## src/rtl/btle_crc24_if.sv

```systemverilog
// BLE CRC24 stage bus: info-bit input side and CRC-appended output side.
// Signals: init value/load pulse, info_bit/valid/valid_last in, info_bit_after_crc24/valid/valid_last out.
// master = upstream bit source (also observes the output), slave = the CRC24 stage itself.
interface btle_crc24_if #(
  parameter int W = 24
);
  logic [W-1:0] crc_state_init_bit;
  logic         crc_state_init_bit_load;
  logic         info_bit;
  logic         info_bit_valid;
  logic         info_bit_valid_last;
  logic         info_bit_after_crc24;
  logic         info_bit_after_crc24_valid;
  logic         info_bit_after_crc24_valid_last;

  modport master (
    output crc_state_init_bit, crc_state_init_bit_load,
    output info_bit, info_bit_valid, info_bit_valid_last,
    input  info_bit_after_crc24, info_bit_after_crc24_valid, info_bit_after_crc24_valid_last
  );

  modport slave (
    input  crc_state_init_bit, crc_state_init_bit_load,
    input  info_bit, info_bit_valid, info_bit_valid_last,
    output info_bit_after_crc24, info_bit_after_crc24_valid, info_bit_after_crc24_valid_last
  );
endinterface

```

## src/rtl/btle_crc24.sv

```systemverilog
// BLE link-layer CRC24 generator: forwards info bits (latency 1) while updating a 24-bit LFSR,
// then appends the 24 CRC bits LSB first and flags the last one; the LFSR then reloads from the stored init.
// Ports: clk, rst (async active-low), bus (btle_crc24_if.slave). No backpressure: info bits arriving during the tail are dropped.
// Option BTLE_CRC24_PACED_TAIL_EN: tail bits spaced CRC_BIT_GAP clocks apart instead of back-to-back.
module btle_crc24 #(
  parameter int CRC_STATE_BIT_WIDTH = 24,
  parameter int CRC_BIT_GAP         = 16
) (
  input  logic         clk,
  input  logic         rst,
  btle_crc24_if.slave  bus
);

  localparam int W = CRC_STATE_BIT_WIDTH;

`ifdef BTLE_CRC24_PACED_TAIL_EN
  localparam bit PACED = 1'b1;
`else
  localparam bit PACED = 1'b0;
`endif

  // A back-to-back tail is simply a paced tail with a gap of one clock.
  localparam int TAIL_GAP = PACED ? CRC_BIT_GAP : 1;
  localparam int GAP_W    = (TAIL_GAP > 1) ? $clog2(TAIL_GAP) : 1;
  localparam int CNT_W    = $clog2(W);

  localparam logic [GAP_W-1:0] GAP_LAST = GAP_W'(TAIL_GAP - 1);
  localparam logic [CNT_W-1:0] BIT_LAST = CNT_W'(W - 1);
  localparam logic [W-1:0]     TOP_BIT  = {1'b1, {(W-1){1'b0}}};
  localparam logic [W-1:0]     POLY     = W'(24'h5A6000);

  typedef enum logic {S_DATA, S_TAIL} state_t;

  state_t           st, st_nxt;
  logic [W-1:0]     lfsr, init_q;
  logic [W-1:0]     lfsr_base, lfsr_upd;
  logic [CNT_W-1:0] bit_idx;
  logic [GAP_W-1:0] gap_cnt;
  logic             load, accept, tail_emit, tail_done;
  logic             o_bit_nxt, o_vld_nxt, o_last_nxt;

  assign load = bus.crc_state_init_bit_load;

  // A load in the same cycle as a bit means the bit starts from the fresh init
  // value, and a load also pulls the block out of the tail so that bit is taken.
  assign accept    = bus.info_bit_valid && (load || st == S_DATA);
  assign tail_emit = (st == S_TAIL) && !load && (gap_cnt == GAP_LAST);
  assign tail_done = tail_emit && (bit_idx == BIT_LAST);

  always_comb begin
    lfsr_base = load ? bus.crc_state_init_bit : lfsr;
    lfsr_upd  = lfsr_base >> 1;
    if (lfsr_base[0] ^ bus.info_bit) begin
      lfsr_upd = (lfsr_upd | TOP_BIT) ^ POLY;
    end
  end

  // State register
  always_ff @(posedge clk or negedge rst) begin
    if (!rst) begin
      st <= S_DATA;
    end else begin
      st <= st_nxt;
    end
  end

  // Next-state logic
  always_comb begin
    st_nxt = st;
    if (accept && bus.info_bit_valid_last) begin
      st_nxt = S_TAIL;
    end else if (load || tail_done) begin
      st_nxt = S_DATA;
    end
  end

  // Output logic (registered below to give the one-clock latency)
  always_comb begin
    o_bit_nxt  = 1'b0;
    o_vld_nxt  = 1'b0;
    o_last_nxt = 1'b0;
    if (accept) begin
      o_bit_nxt = bus.info_bit;
      o_vld_nxt = 1'b1;
    end else if (tail_emit) begin
      o_bit_nxt  = lfsr[bit_idx];
      o_vld_nxt  = 1'b1;
      o_last_nxt = tail_done;
    end
  end

  always_ff @(posedge clk or negedge rst) begin
    if (!rst) begin
      lfsr                                <= '0;
      init_q                              <= '0;
      bit_idx                             <= '0;
      gap_cnt                             <= '0;
      bus.info_bit_after_crc24            <= 1'b0;
      bus.info_bit_after_crc24_valid      <= 1'b0;
      bus.info_bit_after_crc24_valid_last <= 1'b0;
    end else begin
      bus.info_bit_after_crc24            <= o_bit_nxt;
      bus.info_bit_after_crc24_valid      <= o_vld_nxt;
      bus.info_bit_after_crc24_valid_last <= o_last_nxt;

      if (load) begin
        init_q <= bus.crc_state_init_bit;
      end

      if (accept) begin
        lfsr <= lfsr_upd;
      end else if (load) begin
        lfsr <= bus.crc_state_init_bit;
      end else if (tail_done) begin
        lfsr <= init_q;
      end

      // Counters idle at zero outside the tail so the tail always starts clean.
      if (st != S_TAIL || load) begin
        bit_idx <= '0;
        gap_cnt <= '0;
      end else if (tail_emit) begin
        bit_idx <= bit_idx + 1'b1;
        gap_cnt <= '0;
      end else begin
        gap_cnt <= gap_cnt + 1'b1;
      end
    end
  end

endmodule

```

## src/flat_wrapper.sv

```systemverilog
// flat-port wrapper written by rule: the top's interface ports become plain ports
module btle_crc24_flat 
#(
  parameter int CRC_STATE_BIT_WIDTH = 24,
  parameter int CRC_BIT_GAP         = 16
)
  (clk, rst, bus_crc_state_init_bit, bus_crc_state_init_bit_load, bus_info_bit, bus_info_bit_valid, bus_info_bit_valid_last, bus_info_bit_after_crc24, bus_info_bit_after_crc24_valid, bus_info_bit_after_crc24_valid_last);
  btle_crc24_if bus_i ();
  input  logic clk;
  input  logic rst;
  input wire logic [$bits(bus_i.crc_state_init_bit)-1:0] bus_crc_state_init_bit;
  input wire logic [$bits(bus_i.crc_state_init_bit_load)-1:0] bus_crc_state_init_bit_load;
  input wire logic [$bits(bus_i.info_bit)-1:0] bus_info_bit;
  input wire logic [$bits(bus_i.info_bit_valid)-1:0] bus_info_bit_valid;
  input wire logic [$bits(bus_i.info_bit_valid_last)-1:0] bus_info_bit_valid_last;
  output wire logic [$bits(bus_i.info_bit_after_crc24)-1:0] bus_info_bit_after_crc24;
  output wire logic [$bits(bus_i.info_bit_after_crc24_valid)-1:0] bus_info_bit_after_crc24_valid;
  output wire logic [$bits(bus_i.info_bit_after_crc24_valid_last)-1:0] bus_info_bit_after_crc24_valid_last;
  assign bus_i.crc_state_init_bit = bus_crc_state_init_bit;
  assign bus_i.crc_state_init_bit_load = bus_crc_state_init_bit_load;
  assign bus_i.info_bit = bus_info_bit;
  assign bus_i.info_bit_valid = bus_info_bit_valid;
  assign bus_i.info_bit_valid_last = bus_info_bit_valid_last;
  assign bus_info_bit_after_crc24 = bus_i.info_bit_after_crc24;
  assign bus_info_bit_after_crc24_valid = bus_i.info_bit_after_crc24_valid;
  assign bus_info_bit_after_crc24_valid_last = bus_i.info_bit_after_crc24_valid_last;
  btle_crc24 #(.CRC_STATE_BIT_WIDTH(CRC_STATE_BIT_WIDTH), .CRC_BIT_GAP(CRC_BIT_GAP)) u_core (.clk(clk), .rst(rst), .bus(bus_i));
endmodule
```

## config.mk

```make
export PLATFORM = sky130hd
export DESIGN_NAME = btle_crc24_flat
export DESIGN_NICKNAME = d
export VERILOG_FILES = /design/src/rtl/btle_crc24_if.sv /design/src/rtl/btle_crc24.sv /design/src/flat_wrapper.sv
export SDC_FILE = /design/constraint.sdc
export NUM_CORES = 1
export LEC_CHECK = 0
export ABC_AREA = 1
export BUFFER_PORTS_ARGS = -buffer_cell sky130_fd_sc_hd__buf_4
export CELL_PAD_IN_SITES_DETAIL_PLACEMENT = 0
export CELL_PAD_IN_SITES_GLOBAL_PLACEMENT = 1
export CORE_MARGIN = 2
export CORE_UTILIZATION = 38
export CTS_CLUSTER_SIZE = 14
export DETAILED_ROUTE_END_ITERATION = 10
export PLACE_DENSITY_LB_ADDON = 0.05
export SYNTH_ARGS = -nofsm -noshare
export SYNTH_HDL_FRONTEND = slang
export SYNTH_SLANG_ARGS = --single-unit
```

## constraint.sdc

```tcl
create_clock -name clk -period 2.5 [get_ports clk]
set_input_delay 0.625 -clock clk [delete_from_list [all_inputs] [get_ports clk]]
set_output_delay 0.625 -clock clk [all_outputs]
set_load 0.05 [all_outputs]
```

==> results of run 1 <==
-- cell families after synthesis --
group	after synthesis	share of synthesized area, %
adder cells (fa/ha/maj)	1	0.4196
XOR/XNOR	2	0.5876
buffers and inverters	58	8.476
flip-flops	58	48.68
AO/OA/AOI/OAI	76	14.35
AND/OR/NAND/NOR	200	27.36
other	1	0.1258
-- final timing paths --
path	from	to	slack (ps)
max	u_core.bit_idx[1]	u_core.lfsr[19]	450
min	rst	u_core.init_q[7]	340
max reg2reg	u_core.bit_idx[1]	u_core.lfsr[19]	450
min reg2reg	u_core.init_q[3]	u_core.init_q[3]	470
max in group asynchronous	rst	u_core.init_q[19]	1630
min in group clk	u_core.init_q[3]	u_core.init_q[3]	470
-- per-stage QoR --
stage | std cells | total power (W) | hold slack (ps) | worst slack (ps) | area (um2)
after global placement | 518 | 0.001538 | 452.6 | 375.5 | 3316
after detailed placement | 518 | 0.001539 | 456.6 | 381.8 | 3316
after CTS | 534 | 0.002507 | 387.3 | 451.3 | 3540
after global routing | 534 | 0.002625 | 408.0 | 269.7 | 3540
final | 534 | 0.002478 | 342.8 | 446.4 | 3540
after floorplan | 396 | 0.001385 | 329.4 | 791.4 | 2982
-- layer usage --
metal / routed length, um / vias up / global-route usage, %
li1: - / 1330 / -
met1: 3705 / 1220 / 26.42
met2: 3460 / 35 / 30.78
met3: 172 / 8 / 3.011
met4: 94 / 0 / 6.343
met5: 0 / - / 0
-- area by class of cell --
cell class	count	area [um2]
clock buffer	13	178.9
clock inverter	3	45.04
fill	785	4108
inverter	37	138.9
multi-input combinational	280	1277
sequential	58	1451
tap	102	127.6
timing repair buffer	41	320.3
-- layout by cell type, fill, tap and decap left out, drive strengths merged, types with 8 or more instances in the layout --
cell    netlist  final
nand2       159    159
dfrtp        58     58
o21ai        48     48
buf          12     41
inv          37     37
nand3        22     22
nor2         15     15
clkbuf        9     13
a21oi         8      8
o21a          8      8
-- registers in the layout, indices dropped and copies added (netlist names) --
register                                    cells
u_core.bit_idx                                  5
u_core.bus.info_bit_after_crc24                 1
u_core.gap_cnt                                  1
u_core.bus.info_bit_after_crc24_valid           1
u_core.init_q                                  24
u_core.st                                       1
u_core.bus.info_bit_after_crc24_valid_last      1
u_core.lfsr                                    24
-- power by group --
| part | leakage [nW] | internal (W) | switching, W |
|---|---|---|---|
| logic | 0.969 | 0.000159 | 0.000275 |
| registers | 0.721 | 0.00104 | 0.0000379 |
| clock network | 0.108 | 0.000569 | 0.000394 |
==> impl_metrics.tcl, run 1 <==
set metrics [dict create \
    postSynth.asyncResetShare_pct 100.0 \
    synth_top_cell_area_share_pct 48.68 \
    cts-buffers-inserted 9 \
    row_count 32 \
    required_ps 2720 \
    fin_nets 458 \
    clock_tree_from_tritoncts "yes" \
    timing_worst_setup_path_type "flip-flop to flip-flop" \
    cts_hold_repair.buffers 0 \
    cellPowerDensity_nw_per_um2 700.0 \
    synthesis.yosys.warnings 0 \
    setup_viol 0 \
    worst_ir_drop_vdd_v 0.0002945 \
    synth_commonest_cells "156 x sky130_fd_sc_hd__nand2_1, 58 x sky130_fd_sc_hd__dfrtp_1, 38 x sky130_fd_sc_hd__o21ai_0" \
    cts_buffer_depth 2 \
    final_hold_viol_count 0 \
    drt-vias-per-instance 4.856 \
    core_region_area_um2 7647 \
    antenna_found_initial 0 \
    wl_per_cell_um 13.92 \
    synth_area_um2 2982 \
    clock_sink_count 58 \
    tns_setup_ps 0 \
    gp_congestion 0.7604 \
    detailedPlacementHpwl_mm 5.191 \
    gr-usage-all-layers_pct 19.14 \
    grt_setup_unrepaired "false" \
    ctsRootBufferMaster "sky130_fd_sc_hd__clkbuf_8" \
    max-slew-margin-rel_pct 48.71 \
    post_synth.cell_area_avg_um2 7.529 \
    worstPathArrival_ps 2280 \
    synth_largest_area_cell "sky130_fd_sc_hd__dfrtp_1" \
    via_count 2593 \
    max_clock_freq_mhz 486.9 \
    worst_skew_pair.late_latency_ps 340 \
    pin_count_of_the_biggest_net_entering_global_routing 59 \
    cap_violations 0 \
    synthDistinctLibCells 28 \
    placement.io_buffers 32 \
    critical-path-top-delay-family "simple AND/OR/NAND/NOR gates" \
    synth_seq_cells 58 \
    initial_core_util_pct 38.99 \
    io_pins 33 \
    post-route-drc-count 0 \
    seq_area_frac_synth_pct 48.68 \
    critical_path.max_fanout 13 \
    layout.core_utilization_pct 46.29 \
    drt_pass1_iterations 4 \
    drtAntennaViolNets 0 \
    synth_enable_flop_cells 0 \
    ctsHtreeMaxLevel 3 \
    path_clk_slew_ps 70 \
    die_y_um 92.58 \
    critical_path_startpoint_category "flip-flop" \
    worst-path-stages 8 \
    clock_skews_ps 10.40 \
    crit_chain "ha_1 -> nand2_1 -> nor3_4 -> nor2_1 -> nand2_2 -> inv_1 -> nand2_1 -> nand2_1" \
    die_area_um2 8571 \
    synthesis.nets 427 \
    grt_pass1_vias 2581 \
    cts.repair.resized 0 \
    final_max_slew_viol_count 0 \
    status "finished clean" \
    hp-class "input pin to async pin" \
    insertedDiodeCount 0 \
    cellLeakagePower_nw 1.798 \
    final_critical_path_share_of_the_clock_period_pct 82.15 \
    area_growth_syn_to_layout_pct 18.72 \
    synthesis.instances 396 \
    post-cts-setup-buffer-count 0 \
    worst-slew-pin-transition_ps 769.3 \
    drive_gt1_share_pct 14.81 \
    finalWorstPathRequiredPeriod_ps 2054 \
    worstPathBufferInverterCount 1 \
    first_pass_grt_wire_length_mm 12.77 \
    yosys_most_used_dff "sky130_fd_sc_hd__dfrtp_1" \
    critPathSlowestCell "sky130_fd_sc_hd__dfrtp_1" \
    chipWidth_um 92.58 \
    number_of_cell_instances_on_the_worst_register_to_register_path 8 \
    worst_path_largest_cell_delay_ps 600 \
    cell_types_occupying_the_most_area_after_synthesis "sky130_fd_sc_hd__dfrtp_1 49%, sky130_fd_sc_hd__nand2_1 20%, sky130_fd_sc_hd__o21ai_0 6.4%" \
    post-synth-top-count-cell "sky130_fd_sc_hd__nand2_1" \
    detailedRoute.firstIterationViolations 107 \
    globalRoute.totalOverflow 0 \
    critPathMostFrequentCell "sky130_fd_sc_hd__nand2_1" \
    total_wirelength_mm 7.432 \
    end_kind "flip-flop" \
]
Note: power is estimated with default switching activity, not from simulation.
==> inputs of run 2 (changes only) <==
clock period = 2 ns   (was 2.5 ns; I/O delays follow)
==> impl_metrics.tcl, run 2 (synthesized netlist as in run 1, its figures left out) <==
set metrics [dict create \
    status "finished clean" \
    cellLeakagePower_nw 1.842 \
    critical_path_startpoint_category "flip-flop" \
    final.hold.worst_slack_ps 77.81 \
    cap_violations 0 \
    final_critical_path_share_of_the_clock_period_pct 82.66 \
    max_clock_freq_mhz 604.9 \
    detailedRoute.firstIterationViolations 108 \
    worst_skew_pair.late_latency_ps 340 \
    ctsRootBufferMaster "sky130_fd_sc_hd__clkbuf_8" \
    clock_tree_from_tritoncts "yes" \
    finalWorstPathRequiredPeriod_ps 1653 \
    critical_path.max_fanout 16 \
    required_ps 2240 \
    clock_skews_ps 10.88 \
    drive_gt1_share_pct 15.60 \
    cellPowerDensity_nw_per_um2 887.2 \
    hp-class "input pin to async pin" \
    cts.repair.resized 0 \
    ctsHtreeMaxLevel 3 \
    row_count 32 \
    timing_worst_setup_path_type "flip-flop to flip-flop" \
    final_max_slew_viol_count 0 \
    tns_setup_ps 0 \
    area_growth_syn_to_layout_pct 21.44 \
    largest_registers "u_core.init_q: 24 flops, u_core.lfsr: 24 flops, u_core.bit_idx: 5 flops" \
    final_common_cell "sky130_fd_sc_hd__nand2_1" \
    wl_per_cell_um 14.42 \
    setup_viol 0 \
    post-route-drc-count 0 \
    fin_nets 462 \
    insertedDiodeCount 0 \
    cts-buffers-inserted 9 \
    total_wirelength_mm 7.758 \
    drtAntennaViolNets 0 \
    final_hold_viol_count 0 \
    die_area_um2 8571 \
    globalRoute.totalOverflow 0 \
    gp_congestion 0.8253 \
    first_pass_grt_wire_length_mm 13.20 \
    drt_pass1_iterations 5 \
    initial_core_util_pct 38.99 \
    io_pins 33 \
    pin_count_of_the_biggest_net_entering_global_routing 43 \
    path_clk_slew_ps 70 \
    gr-usage-all-layers_pct 20.06 \
    cts_buffer_depth 2 \
    placement.io_buffers 32 \
    grt_pass1_vias 2598 \
    post-cts-setup-buffer-count 0 \
    via_count 2574 \
    core_region_area_um2 7647 \
    drt-vias-per-instance 4.784 \
    worst_ir_drop_vdd_v 0.0003646 \
    clock_sink_count 58 \
    grt_setup_unrepaired "false" \
    end_kind "flip-flop" \
    worstPathArrival_ps 1890 \
    most-common-layout-cells "156 x sky130_fd_sc_hd__nand2_1, 58 x sky130_fd_sc_hd__dfrtp_1, 41 x sky130_fd_sc_hd__buf_4" \
    cts_hold_repair.buffers 0 \
    antenna_found_initial 0 \
    die_y_um 92.58 \
    chipWidth_um 92.58 \
    detailedPlacementHpwl_mm 5.432 \
]
## run 2: final cells by class
type / instances / area, um2
fillers: 773 / 4026
flip-flops and latches: 58 / 1451
multi-input cells: 280 / 1277
repair buffers: 45 / 387.9
clock buffers: 12 / 165.2
inverters: 37 / 138.9
well taps: 102 / 127.6
clock inverters: 4 / 72.57
## run 2: power by group
| group | internal, W | switching [W] | leakage, nW | total (W) |
|---|---|---|---|---|
| Sequential | 0.00130 | 0.0000511 | 0.721 | 0.00135 |
| Combinational | 0.000214 | 0.000352 | 1.00 | 0.000566 |
| Clock | 0.000802 | 0.000492 | 0.119 | 0.00129 |
| Total | 0.00232 | 0.000895 | 1.84 | 0.00321 |
## run 2: stage by stage
step                      cells  power [W]  setup WS [ps]  instance area, um2  utilization, %
final                       538   0.003212          346.8                3621           47.35
after global routing        538   0.003392          165.2                3621           47.35
after CTS                   538   0.003242          316.7                3621           47.35
after detailed placement    522   0.001948          115.4                3383           44.24
after global placement      522   0.001948          159.5                3383           44.24
after floorplan             396   0.001731          416.4                2982               -
## run 2: path summary, 6_finish.rpt
path                                    from                              end  slack, ps  cells past startpoint
setup / recovery           u_core.bit_idx[0]  u_core.bus.info_bit_after_crc24        350                     11
hold / removal                           rst                u_core.init_q[11]         80                      1
setup reg to reg           u_core.bit_idx[0]  u_core.bus.info_bit_after_crc24        350                     11
hold reg to reg             u_core.init_q[1]                 u_core.init_q[1]        470                      2
max in group asynchronous                rst                  u_core.lfsr[20]       1400                      2
min in group clk                bus_info_bit  u_core.bus.info_bit_after_crc24        370                      3
## run 2: layer usage
layer / GRT usage [%] / routed length, um
met1: 28.19 / 3959
met4: 8.209 / 140
met3: 2.766 / 188
met5: 0 / 0
met2: 31.27 / 3470
## run 2: worst max-delay path, cell delays in order, from the launching register on
cell	delay (ps)
sky130_fd_sc_hd__dfrtp_1	390
sky130_fd_sc_hd__buf_4	200
sky130_fd_sc_hd__inv_1	320
sky130_fd_sc_hd__nand2_1	100
sky130_fd_sc_hd__nand3_1	90
sky130_fd_sc_hd__nand3_1	80
sky130_fd_sc_hd__nand3_1	100
sky130_fd_sc_hd__nand2_1	60
sky130_fd_sc_hd__nand2_1	50
sky130_fd_sc_hd__nand2_1	60
sky130_fd_sc_hd__nand2_1	70
sky130_fd_sc_hd__nand2_1	50
